File: config.mk
export PLATFORM = sky130hd
export DESIGN_NAME = seq_mul_n
export DESIGN_NICKNAME = d
export VERILOG_FILES = /design/src/rtl/seq_mul_pkg.sv /design/src/rtl/mul_step.sv /design/src/rtl/seq_mul_n.sv
export SDC_FILE = /design/constraint.sdc
export NUM_CORES = 1
export LEC_CHECK = 0
export ABC_AREA = 1
export BUFFER_PORTS_ARGS = -buffer_cell sky130_fd_sc_hd__buf_2
export CAP_MARGIN = 10
export CORE_MARGIN = 2
export CORE_UTILIZATION = 46
export DETAILED_ROUTE_END_ITERATION = 7
export PLACE_DENSITY = 0.75
export SYNTH_ARGS = -nofsm -noshare
export SYNTH_HDL_FRONTEND = slang
export SYNTH_HIERARCHICAL = 1
export SYNTH_SLANG_ARGS = --single-unit
File: constraint.sdc
create_clock -name clk -period 2.92 [get_ports clk]
set_clock_uncertainty 0.15 [all_clocks]
set_input_delay 0.584 -clock clk [delete_from_list [all_inputs] [get_ports clk]]
set_output_delay 0.584 -clock clk [all_outputs]
set_load 0.05 [all_outputs]
File: src/rtl/seq_mul_pkg.sv
// Shared definitions for the sequential shift-add multiplier.
package seq_mul_pkg;

  localparam logic ST_IDLE = 1'b0;
  localparam logic ST_RUN  = 1'b1;

  typedef enum logic {
    S_IDLE = ST_IDLE,
    S_RUN  = ST_RUN
  } state_e;

  // Conditional two's-complement negate. Callers zero-extend the operand and
  // truncate the result, so this works for any width up to 64 bits.
  function automatic logic [63:0] abs_w(input logic [63:0] x, input logic neg);
    return neg ? (~x + 64'd1) : x;
  endfunction

endpackage

File: src/rtl/mul_step.sv
// One shift-add step: conditional add of the multiplicand, then a right shift
// of {carry,acc,mplier} with the carry entering the top.
module mul_step #(
  parameter int unsigned W = 8
) (
  input  logic [W:0]   acc,
  input  logic [W-1:0] mplier,
  input  logic [W-1:0] mcand,
  output logic [W:0]   acc_nx,
  output logic [W-1:0] mplier_nx
);

  logic [W:0] sum;

  always_comb begin
    sum       = mplier[0] ? (acc + (W+1)'(mcand)) : acc;
    acc_nx    = {1'b0, sum[W:1]};
    mplier_nx = {sum[0], mplier[W-1:1]};
  end

endmodule

File: src/rtl/seq_mul_n.sv
// W-bit sequential multiplier, one partial product per clock, with a
// start/done handshake and optional two's-complement mode.
module seq_mul_n
  import seq_mul_pkg::*;
#(
  parameter int unsigned W         = 8,
  parameter int unsigned SIGNED_EN = 1
) (
  input  logic           clk,
  input  logic           reset,
  input  logic           start,
  input  logic           signed_mode,
  input  logic [W-1:0]   a,
  input  logic [W-1:0]   b,
  output logic           ready,
  output logic           busy,
  output logic           done,
  output logic [2*W-1:0] prod
);

  localparam int unsigned CW = $clog2(W) + 1;
  localparam int unsigned PW = 2 * W;

  state_e         state_q, state_d;
  logic [CW-1:0]  count_q, count_d;
  logic [W:0]     acc_q, acc_d;
  logic [W-1:0]   mplier_q, mplier_d;
  logic [W-1:0]   mcand_q, mcand_d;
  logic           neg_q, neg_d;
  logic           ready_d, busy_d, done_d;
  logic [PW-1:0]  prod_d;

  logic           signed_eff;
  logic [W-1:0]   a_mag, b_mag;
  logic [W:0]     step_acc;
  logic [W-1:0]   step_mplier;
  logic [PW-1:0]  prod_mag, prod_fix;

  mul_step #(.W(W)) u_step (
    .acc       (acc_q),
    .mplier    (mplier_q),
    .mcand     (mcand_q),
    .acc_nx    (step_acc),
    .mplier_nx (step_mplier)
  );

  // Operand magnitudes at capture; sign is reapplied to the final product.
  always_comb begin
    signed_eff = (SIGNED_EN != 0) && signed_mode;
    a_mag      = W'(abs_w(64'(a), signed_eff & a[W-1]));
    b_mag      = W'(abs_w(64'(b), signed_eff & b[W-1]));
    prod_mag   = {step_acc[W-1:0], step_mplier};
    prod_fix   = PW'(abs_w(64'(prod_mag), neg_q));
  end

  always_comb begin
    state_d  = state_q;
    count_d  = count_q;
    acc_d    = acc_q;
    mplier_d = mplier_q;
    mcand_d  = mcand_q;
    neg_d    = neg_q;
    done_d   = 1'b0;
    prod_d   = prod;
    ready_d  = ready;
    busy_d   = busy;

    case (state_q)
      S_IDLE: begin
        if (start) begin
          state_d  = S_RUN;
          count_d  = '0;
          acc_d    = '0;
          mcand_d  = a_mag;
          mplier_d = b_mag;
          neg_d    = signed_eff & (a[W-1] ^ b[W-1]);
        end
      end
      S_RUN: begin
        acc_d    = step_acc;
        mplier_d = step_mplier;
        count_d  = count_q + CW'(1);
        if (count_q == CW'(W - 1)) begin
          state_d = S_IDLE;
          count_d = '0;
          done_d  = 1'b1;
          prod_d  = prod_fix;
        end
      end
      default: state_d = S_IDLE;
    endcase

    ready_d = (state_d == S_IDLE);
    busy_d  = (state_d == S_RUN);
  end

  always_ff @(posedge clk) begin
    if (reset) begin
      state_q  <= S_IDLE;
      count_q  <= '0;
      acc_q    <= '0;
      mplier_q <= '0;
      mcand_q  <= '0;
      neg_q    <= 1'b0;
      ready    <= 1'b1;
      busy     <= 1'b0;
      done     <= 1'b0;
      prod     <= '0;
    end else begin
      state_q  <= state_d;
      count_q  <= count_d;
      acc_q    <= acc_d;
      mplier_q <= mplier_d;
      mcand_q  <= mcand_d;
      neg_q    <= neg_d;
      ready    <= ready_d;
      busy     <= busy_d;
      done     <= done_d;
      prod     <= prod_d;
    end
  end

endmodule

# --- After elaboration in Yosys (flattened, before gate mapping) ---
# Index checks and enable logic that the tools add are counted.
totals:
  reg_bits: 49
  latch_bits: 0
  ram_bits: 0
  rom_bits: 0
  inputBits: 20
  output_inout_bits: 19
  elab_cells: 43
  mem_count: 0
op_classes:
  n_addsub: 5
  mul: 0
  div: 0
  magnitude_cmp: 0
  n_eq_ne: 2
  shift: 0
  muxes: 15
  n_bitwise: 9
  reduce_logical: 3
op_table:
  columns: ["op", "n"]
  rows:
  - ["8-bit 2-to-1 mux", 3]
  - ["9-bit 2-to-1 mux", 2]
  - ["9-bit case mux with 2 select lines", 1]
  - ["16-bit by 1-bit adder with 16-bit output (second input constant)", 1]
  - ["8-bit by 1-bit adder with 8-bit output (second input constant)", 2]
  - ["16-bit 2-to-1 mux", 1]
  - ["16-bit inverter", 1]
  - ["8-bit inverter", 2]
  - ["8-bit case mux with 2 select lines", 1]
  - ["9-bit by 8-bit adder with 9-bit output", 1]
  - ["4-bit 2-to-1 mux", 2]
  - ["4-bit case mux with 2 select lines", 1]
  - ["4-bit by 1-bit adder with 4-bit output (second input constant)", 1]
  - ["4-bit by 3-bit == test with 1-bit output (second input constant)", 1]
  - ["2-bit AND reduction", 2]
  - ["1-bit bitwise AND", 3]
  - ["1-bit 2-to-1 mux", 3]
  - ["2-bit inequality test (second input constant)", 1]
  - ["1-bit inverter", 2]
  - ["1-bit case mux with 2 select lines", 1]
  - ["2-bit OR reduction", 1]
  - ["1-bit bitwise XOR", 1]

# --- Depth between registers and ports, before layout ---
# Gate-level depths: netlist of run 1.
depth:
  depth_word: 5
  mapped_depth: 18
  ltp_nobuf: 18

# --- Cells and area by module ---
# The synthesis of run 1 kept the hierarchy.
modules_own_cells:
  columns: ["module", "n_inst", "cells_each", "area_each_um2"]
  rows:
  - ["seq_mul_n", 1, 361, 2438.6]
  - ["mul_step", 1, 100, 553.0]

# --- Worst setup path before layout of run 1 ---
# No wires, ideal clock.
synth_timing:
  path_type: "register to register"
  startpoint: "reg acc_q[0]"
  endpoint: "reg prod[14]"
  setup_time_ps: 113
  arrival_ps: 1926
  required_time_ps: 2657
  path_slack_ps: 731
  stages_incl_launch_ff: 17
  n_path_buf: 0
  cell_sequence: "dfxtp_1 -> ha_1 -> inv_1 -> fa_1 -> inv_1 -> nand2_1 -> nand2_1 -> and2_4 -> nor2_1 -> o21ai_1 -> nor2_1 -> nand2_1 -> nand2_1 -> nand4_1 -> nand2_1 -> nand3_1 -> nand2_1"
synth_between:
  elab_chain_cells: 5
synth_lines:
  columns: ["item", "line_no", "rtl"]
  rows:
  - ["start: declaration", "seq_mul_n.sv:26", "logic [W:0] acc_q, acc_d;"]
  - ["start signal: assignment", "seq_mul_n.sv:101", "acc_q <= '0;"]
  - ["start signal: assignment", "seq_mul_n.sv:112", "acc_q <= acc_d;"]
  - ["9-bit by 8-bit adder with 9-bit output", "mul_step.sv:16", "sum = mplier[0] ? (acc + (W+1)'(mcand)) : acc;"]
  - ["9-bit 2-to-1 mux", "mul_step.sv:16", null]
  - ["net step_acc[3]", "seq_mul_n.sv:35", "logic [W:0] step_acc;"]
  - ["16-bit inverter", "seq_mul_pkg.sv:15", "return neg ? (~x + 64'd1) : x;"]
  - ["16-bit by 1-bit adder with 16-bit output", "seq_mul_pkg.sv:15", null]
  - ["16-bit 2-to-1 mux", "seq_mul_pkg.sv:15", null]
  - ["end signal: assignment", "seq_mul_n.sv:119", "prod <= prod_d;"]
  - ["end: declaration", "seq_mul_n.sv:18", "output logic [2*W-1:0] prod"]
# The timed path passes the listed nets, and every way through them passes these cells.
# A chain may end at the register's enable or synchronous reset.

# --- Worst setup path after layout of run 1 ---
layout_timing:
  startpoint: "reg acc_q[0]"
  endpoint: "reg prod[11]"
# The elaborated chain is that of the path after synthesis.

==> reports/summary.json, run 1 <==
{
  "synth": {
    "post-synth-top-area-fraction": 0.328,
    "synth-main-ff-cell": "dfxtp_1",
    "synth-async-reset-ratio": 0,
    "postSynthNetCount": 494,
    "syn-mean-instance-area_um2": 6.49,
    "synthesis.instances": 461,
    "synthDominantAreaCellType": "dfxtp_1",
    "synth.yosys.warnings": 6,
    "netlist-cell-type-count": 34,
    "synth-edff-count": 0,
    "netlist_area_um2": 2990,
    "synth-seq-cells": 49,
    "ys_seq_area_frac": 0.328,
    "post_synth_main_area_contributors": "dfxtp_1 (33%), nand2_1 (18%), a21oi_1 (6.0%)"
  },
  "die": {
    "floorplan.die.width_um": 84.6,
    "floorplan_die_area_um2": 7160,
    "fp.dieH_um": 84.6,
    "floorplan.initialDensity": 0.474,
    "core_area_um2": 6310,
    "ios": 39,
    "row_count": 29
  },
  "clock_tree": {
    "worst_skew_pair.late_latency_ns": 0.30,
    "post_cts_resized": 0,
    "tritoncts_buffers": 5,
    "clockBufferDepth": 2,
    "cts-root-buf": "clkbuf_8",
    "cts_setup_buffers": 0,
    "cts.hold.buffers_added": 0,
    "cts_sinks": 49,
    "worst_setup_hold_path_clk_slew_ns": 0.09,
    "htree_levels": 2,
    "clock_tree_from_tritoncts": "yes"
  },
  "setup_path": {
    "cp_max_fo": 6,
    "critPathSlowestCell": "o21ai_0",
    "path_buf_inv": 2,
    "criticalPathCategory": "reg -> reg",
    "crit_family": "compound AO/OA/AOI/OAI gates",
    "crit_required_ns": 2.97,
    "cp_slowest_stage_delay_ns": 0.54,
    "endpoint_kind": "register",
    "cp-start-kind": "register",
    "cp_data_arrival_time_ns": 2.51,
    "crit_path_cell_trace": "ha_1, inv_1, fa_1, o21ai_0, nor2_1, nand2_1, nand2_1, inv_1, o21ai_0, nand2_1, o21ai_1",
    "top_cell_by_count_worst_path": "nand2_1",
    "worst_reg_to_reg_path_cell_count": 11,
    "path_depth": 11
  },
  "timing": {
    "period_needed_ns": 2.46,
    "fmax_mhz": 406,
    "final_critical_path_setup_slack_ns": 0.460,
    "rsz_0062_raised_after_global_routing": "no",
    "max_slew_margin": 0.545,
    "setup_tns_ns": 0,
    "timing_hold_violations_final": 0,
    "timing_worst_slew_pin_value_ns": 0.682,
    "layout_worst_path_cycle_share": 0.843,
    "final-max-slew-violation-count": 0,
    "report.final.setup_viol": 0
  },
  "route": {
    "first_pass_iters": 4,
    "wl_per_cell_um": 12.0,
    "final_antenna_net_count": 0,
    "detail_route.vias_per_cell": 5.15,
    "detailed_router_s_first_iteration_violation_count": 193,
    "wirelength_mm": 6.80,
    "overall_via_count_from_detail_route": 2914,
    "drc": 0
  },
  "placed_design": {
    "gp_routability_congestion": 0.894,
    "post_place_worst_slack_ns": 0.516,
    "numPortBuffers": 38,
    "detailedPlacementHpwl_mm": 5.16
  },
  "power": {
    "worst_ir_drop_vdd_mv": 0.235,
    "power.leakage_uw": 0.00155,
    "cellPowerDensity_nw_per_um2": 415
  },
  "run_status": {
    "run_status": "finished clean"
  },
  "global_route": {
    "grt_first_pass_wirelength_mm": 11.9,
    "initial_antenna_violation_count": 0,
    "gr_usage_total": 0.199,
    "globalRoute.totalOverflow": 0,
    "number_of_global_route_vias_before_repair": 2705,
    "grt_start_max_net_pins": 24
  },
  "hold_path": {
    "worstHoldPathType": "reg -> reg",
    "worst_hold_path.num_cells": 2
  },
  "layout": {
    "postLayoutCoreUtil": 0.515,
    "antenna_cells": 0,
    "finish.net_count": 521,
    "layout-drive-gt1-share": 0.121,
    "area_delta_synth_final_pct": 8.74
  },
  "run": {
    "max-cap-violations": 0
  }
}
[flip-flops by register name, summed over array words and instances (netlist names)]
| register | count |
|---|---|
| prod | 16 |
| acc_q | 9 |
| mcand_q | 8 |
| mplier_q | 8 |
| count_q | 4 |
| done | 1 |
| neg_q | 1 |
| ready | 1 |
| state_q | 1 |
[metrics by stage]
step                total power (uW)  instances  area (um2)  hold WS (ns)
floorplan                        908        461        2990         0.294
global placement                 955        558        3170         0.285
detailed placement               961        558        3170         0.290
CTS                             1360        566        3250         0.308
global route                    1420        566        3250         0.321
finish                          1350        566        3250         0.306
[cell usage after synthesis (2+ instances only)]
master	n
a21oi_1	36
a22oi_1	5
a31oi_1	2
buf_2	7
buf_4	8
clkbuf_1	4
dfxtp_1	49
ha_1	12
inv_1	43
inv_2	4
nand2_1	143
nand2_2	2
nand3_1	35
nand3b_1	5
nand4_1	6
nor2_1	40
nor3_1	2
o21ai_0	25
o21ai_1	10
xor2_1	9
[placed cells by master, fill, tap and decap left out]
cell type	n
clkinvlp_4	1
conb_1	1
a31oi_1	2
nor2_1	40
nor2_4	1
clkbuf_8	5
inv_2	4
o21ai_1	10
o21ai_0	25
a22oi_1	5
dfxtp_1	49
fa_1	1
clkinv_1	1
or2_4	1
nand2_1	143
a21oi_2	1
nand4_1	6
a211oi_1	1
xnor2_1	1
buf_2	38
and2_4	1
inv_1	43
buf_4	2
clkbuf_1	2
nand2_2	2
ha_1	12
nand3b_1	5
xor2_1	9
nand3_2	1
nor3_1	2
or2_1	1
nand3_1	35
inv_4	1
a21oi_1	36
nand4_2	1
[path summary, 6_finish.rpt]
check | to | slack (ns) | start
setup / recovery | prod[11] | 0.46 | acc_q[0]
hold reg to reg | prod[7] | 0.31 | prod[7]
hold / removal | prod[7] | 0.31 | prod[7]
setup reg to reg | prod[11] | 0.46 | acc_q[0]
[worst reg2reg max path, cell delays in order (launching register included)]
cell,delay (ns)
dfxtp_1,0.33
ha_1,0.20
inv_1,0.07
fa_1,0.40
o21ai_0,0.54
nor2_1,0.14
nand2_1,0.10
nand2_1,0.08
inv_1,0.12
o21ai_0,0.09
nand2_1,0.08
o21ai_1,0.05
[power breakdown]
part / switching, uW / total (uW) / internal (uW) / leakage (uW)
registers: 29.4 / 719 / 690 / 0.000399
clock network: 233 / 403 / 170 / 0.0000385
logic: 148 / 229 / 80.8 / 0.00112
[layer usage]
layer	routed length, um	share of wire	GRT usage	vias to the layer above
li1	-	-	-	1540
met4	63	0.0093	0.0577	0
met2	3230	0.47	0.345	56
met1	3210	0.47	0.257	1314
met5	0	0	0	-
met3	304	0.045	0.0305	4
[area by class of cell]
class / instances / area, um2
well taps: 77 / 96.3
inverters: 49 / 186
multi-input cells: 343 / 1700
repair buffers: 40 / 205
fillers: 673 / 3060
clock buffers: 7 / 76.3
clock inverters: 1 / 7.51
flip-flops and latches: 49 / 981
[logic make-up after synthesis]
group | synth area share
compound gates | 0.141
flops | 0.328
buf+inv | 0.104
xor+xnor | 0.0293
other cells | 0.00125
simple gates | 0.340
fa+ha+maj | 0.0569
(Power assumes the default switching activity.)
==> inputs of run 2 (changes only) <==
==> constraint.sdc (replaced) <==
create_clock -name clk -period 2.3 [get_ports clk]
set_clock_uncertainty 0.15 [all_clocks]
set_input_delay 0.46 -clock clk [delete_from_list [all_inputs] [get_ports clk]]
set_output_delay 0.46 -clock clk [all_outputs]
set_load 0.05 [all_outputs]
==> run 2 against run 1 <==
  * Non-clock buffer count rose by 11
  * Count of clock-buffer cells in the layout decreased by 1
  * Critical endpoint is now prod[15]
  * Largest power group unchanged
  * Global-route usage grew 0.43 points
  * Maximum frequency is 12% higher
  * First-iteration DRC count shrank 26%
  * Wire length rose by 4.7%
  * Register-to-register slack worse by 0.35 ns
  * Hold slack got worse by 0.018 ns
==> reports/summary.json, run 2 (same netlist as run 1, synthesis figures left out) <==
{
  "run_status": {
    "run_status": "finished clean"
  },
  "timing": {
    "timing_hold_violations_final": {"value": 0, "change": "unchanged"},
    "period_needed": {"value": 2.19, "unit": "ns", "change": "-0.271 ns"},
    "final-max-slew-violation-count": {"value": 0, "change": "unchanged"},
    "setup_tns": {"value": 0, "unit": "ns", "change": "unchanged"},
    "layout_worst_path_cycle_share": {"value": 0.952, "change": "+0.109"},
    "rsz_0062_raised_after_global_routing": "yes",
    "fmax": {"value": 457, "unit": "MHz", "change": "+12%"},
    "report.final.setup_viol": {"value": 0, "change": "unchanged"}
  },
  "layout": {
    "layout-drive-gt1-share": {"value": 0.174, "change": "+0.0533"},
    "antenna_cells": {"value": 0, "change": "unchanged"},
    "final_common_cell": "nand2_1",
    "register_bank_with_the_most_flops": "prod",
    "layout_top_registers": "prod: 16 flops, acc_q: 9 flops",
    "area_delta_synth_final_pct": 13.2,
    "final_cell_mix": "nand2_1 (139), dfxtp_1 (47), inv_1 (41)",
    "largest_register_ffs": {"value": 16, "change": "unchanged"},
    "finish.net_count": {"value": 532, "change": "+2.1%"}
  },
  "setup_path": {
    "endpoint_kind": "register",
    "crit_family": "simple AND/OR/NAND/NOR gates",
    "worst_reg_to_reg_path_cell_count": {"value": 18, "change": "+7"},
    "crit_path_cell_trace": "ha_4, inv_2, fa_2, inv_2, nand2_2, nand2_2, nand3b_1, nand2_1, nand2_1, nand3_2, nand2_2, nor2_1, nand2_1, nand2_1, nand4_1, nand2_1, nand3_1, nand2_1",
    "cp_data_arrival_time": {"value": 2.30, "unit": "ns", "change": "-0.21 ns"},
    "top_cell_by_count_worst_path": "nand2_1",
    "crit_required": {"value": 2.41, "unit": "ns", "change": "-0.56 ns"},
    "r2r_slack": {"value": 0.11, "unit": "ns", "change": "-0.35 ns"},
    "cp_slowest_stage_delay": {"value": 0.36, "unit": "ns", "change": "-0.18 ns"},
    "criticalPathCategory": "reg -> reg",
    "crit-reg2reg-capture": "prod[15]",
    "cp-start-kind": "register",
    "path_buf_inv": {"value": 2, "change": "unchanged"},
    "cp_max_fo": {"value": 4, "change": "-2"},
    "critPathSlowestCell": "dfxtp_2",
    "worst_r2r_startpoint": "acc_q[0]"
  },
  "clock_tree": {
    "htree_levels": {"value": 2, "change": "unchanged"},
    "cts_setup_buffers": {"value": 0, "change": "unchanged"},
    "worst_setup_hold_path_clk_slew": {"value": 0.10, "unit": "ns", "change": "about the same"},
    "tritoncts_buffers": {"value": 5, "change": "unchanged"},
    "cts_sinks": {"value": 49, "change": "unchanged"},
    "clockBufferDepth": {"value": 2, "change": "unchanged"},
    "cts.hold.buffers_added": {"value": 0, "change": "unchanged"},
    "worst_skew_pair.late_latency": {"value": 0.31, "unit": "ns", "change": "about the same"},
    "cts-root-buf": "clkbuf_8",
    "clock_tree_from_tritoncts": "yes"
  },
  "power": {
    "worst_ir_drop_vdd": {"value": 0.241, "unit": "mV", "change": "+2.4%"},
    "power.leakage": {"value": 0.00162, "unit": "uW", "change": "+4.5%"},
    "p_switching": {"value": 540, "unit": "uW", "change": "+32%"},
    "finalPower": {"value": 1750, "unit": "uW", "change": "+29%"},
    "share_seq_of_total_power": {"value": 0.517, "change": "-0.015"},
    "cell_internal_pwr": {"value": 1210, "unit": "uW", "change": "+29%"},
    "power_frac_clock": {"value": 0.300, "change": "+0.002"},
    "cellPowerDensity": {"value": 517, "unit": "nW/um2", "change": "+24%"},
    "combinationalPowerShare": {"value": 0.183, "change": "+0.014"},
    "swShare": {"value": 0.309, "change": "+0.00489"}
  },
  "route": {
    "overall_via_count_from_detail_route": {"value": 3003, "change": "+3.1%"},
    "first_pass_iters": {"value": 4, "change": "unchanged"},
    "final_antenna_net_count": {"value": 0, "change": "unchanged"},
    "detailed_router_s_first_iteration_violation_count": {"value": 143, "change": "-26%"},
    "wirelength": {"value": 7.12, "unit": "mm", "change": "+4.7%"},
    "detail_route.vias_per_cell": {"value": 5.20, "change": "+1.1%"},
    "drc": {"value": 0, "change": "unchanged"},
    "wl_per_cell": {"value": 12.3, "unit": "um", "change": "+2.8%"}
  },
  "global_route": {
    "initial_antenna_violation_count": {"value": 0, "change": "unchanged"},
    "grt_first_pass_wirelength": {"value": 12.2, "unit": "mm", "change": "+2.6%"},
    "number_of_global_route_vias_before_repair": {"value": 2815, "change": "+4.1%"},
    "gr_usage_total": {"value": 0.204, "change": "+0.00429"},
    "grt_start_max_net_pins": {"value": 24, "change": "unchanged"},
    "globalRoute.totalOverflow": {"value": 0, "change": "unchanged"}
  },
  "placed_design": {
    "numPortBuffers": {"value": 38, "change": "unchanged"},
    "gp_routability_congestion": {"value": 0.900, "change": "+0.75%"},
    "detailedPlacementHpwl": {"value": 5.38, "unit": "mm", "change": "+4.3%"}
  },
  "run": {
    "max-cap-violations": {"value": 0, "change": "unchanged"}
  },
  "die": {
    "core_area": {"value": 6310, "unit": "um2", "change": "unchanged"},
    "floorplan_die_area": {"value": 7160, "unit": "um2", "change": "unchanged"},
    "ios": {"value": 39, "change": "unchanged"},
    "row_count": {"value": 29, "change": "unchanged"},
    "floorplan.die.width": {"value": 84.6, "unit": "um", "change": "unchanged"},
    "fp.dieH": {"value": 84.6, "unit": "um", "change": "unchanged"},
    "floorplan.initialDensity": {"value": 0.474, "change": "unchanged"}
  },
  "hold_path": {
    "holdCritStartpoint": "a[0]",
    "worst_hold_path.num_cells": {"value": 3, "change": "+1"},
    "hold_path_end": "mcand_q[0]",
    "worstHoldPathType": "in -> reg"
  }
}
-- run 2: cell types whose count changed in the layout (fill, tap and decap cells not counted), moves of 3 or more --
cell,change
buf_4,+11
nand2_1,-4
nand2_2,+4
nor2_1,-3
nor2_2,+3
-- run 2: cell type report --
cell class	count	area, um2
Inverter	49	186
Tap cell	77	96.3
Clock inverter	2	13.8
Sequential cell	49	983
Clock buffer	6	72.6
Fill cell	653	2930
Timing Repair Buffer	51	288
Multi-Input combinational cell	343	1750
-- run 2: worst max path at each step --
stage	startpoint	endpoint	slack, ns	cells past startpoint
after floorplan	acc_q[0]	prod[14]	0.11	16
after global placement	acc_q[0]	prod[14]	0.03	16
after detailed placement	mcand_q[0]	prod[14]	-0.05	16
after CTS	mcand_q[0]	prod[14]	0.002	18
after global routing	mcand_q[0]	prod[14]	-0.15	18
final	acc_q[0]	prod[15]	0.11	18
-- run 2: power by group through the flow --
stage	clock network (uW)	logic [uW]	registers, uW
2_1_floorplan	0	235	917
3_3_place_gp	0	302	922
3_5_place_dp	0	310	923
4_1_cts	540	312	904
5_1_grt	580	361	909
6_report	525	319	905
-- run 2: what timing repair did --
item	4_1_cts	5_1_grt
resized for setup	1	17
pin swaps	0	10
endpoints found under the setup margin	3	6
-- run 2: per-stage QoR --
stage / worst slack [ns] / util / hold WS (ns) / instance area [um2] / cells
6_report: 0.111 / 0.536 / 0.288 / 3390 / 577
5_1_grt: -0.145 / 0.536 / 0.269 / 3390 / 577
4_1_cts: 0.00159 / 0.529 / 0.272 / 3340 / 577
3_5_place_dp: -0.0462 / 0.515 / 0.287 / 3250 / 569
3_3_place_gp: 0.0316 / 0.515 / 0.286 / 3250 / 569
2_1_floorplan: 0.111 / - / 0.294 / 2990 / 461
-- run 2: worst reg2reg max path: stages (launching register included) --
cell and delay, ns:
dfxtp_2 0.36, ha_4 0.14, inv_2 0.04, fa_2 0.35, inv_2 0.07, nand2_2 0.05
nand2_2 0.07, nand3b_1 0.12, nand2_1 0.09, nand2_1 0.07, nand3_2 0.07, nand2_2 0.08
nor2_1 0.09, nand2_1 0.06, nand2_1 0.07, nand4_1 0.09, nand2_1 0.07, nand3_1 0.06
nand2_1 0.07
-- run 2: metal layers --
metal / GRT usage / share of wire
met1: 0.252 / 0.45
met2: 0.363 / 0.50
met3: 0.0285 / 0.038
met4: 0.0664 / 0.016
met5: 0 / 0
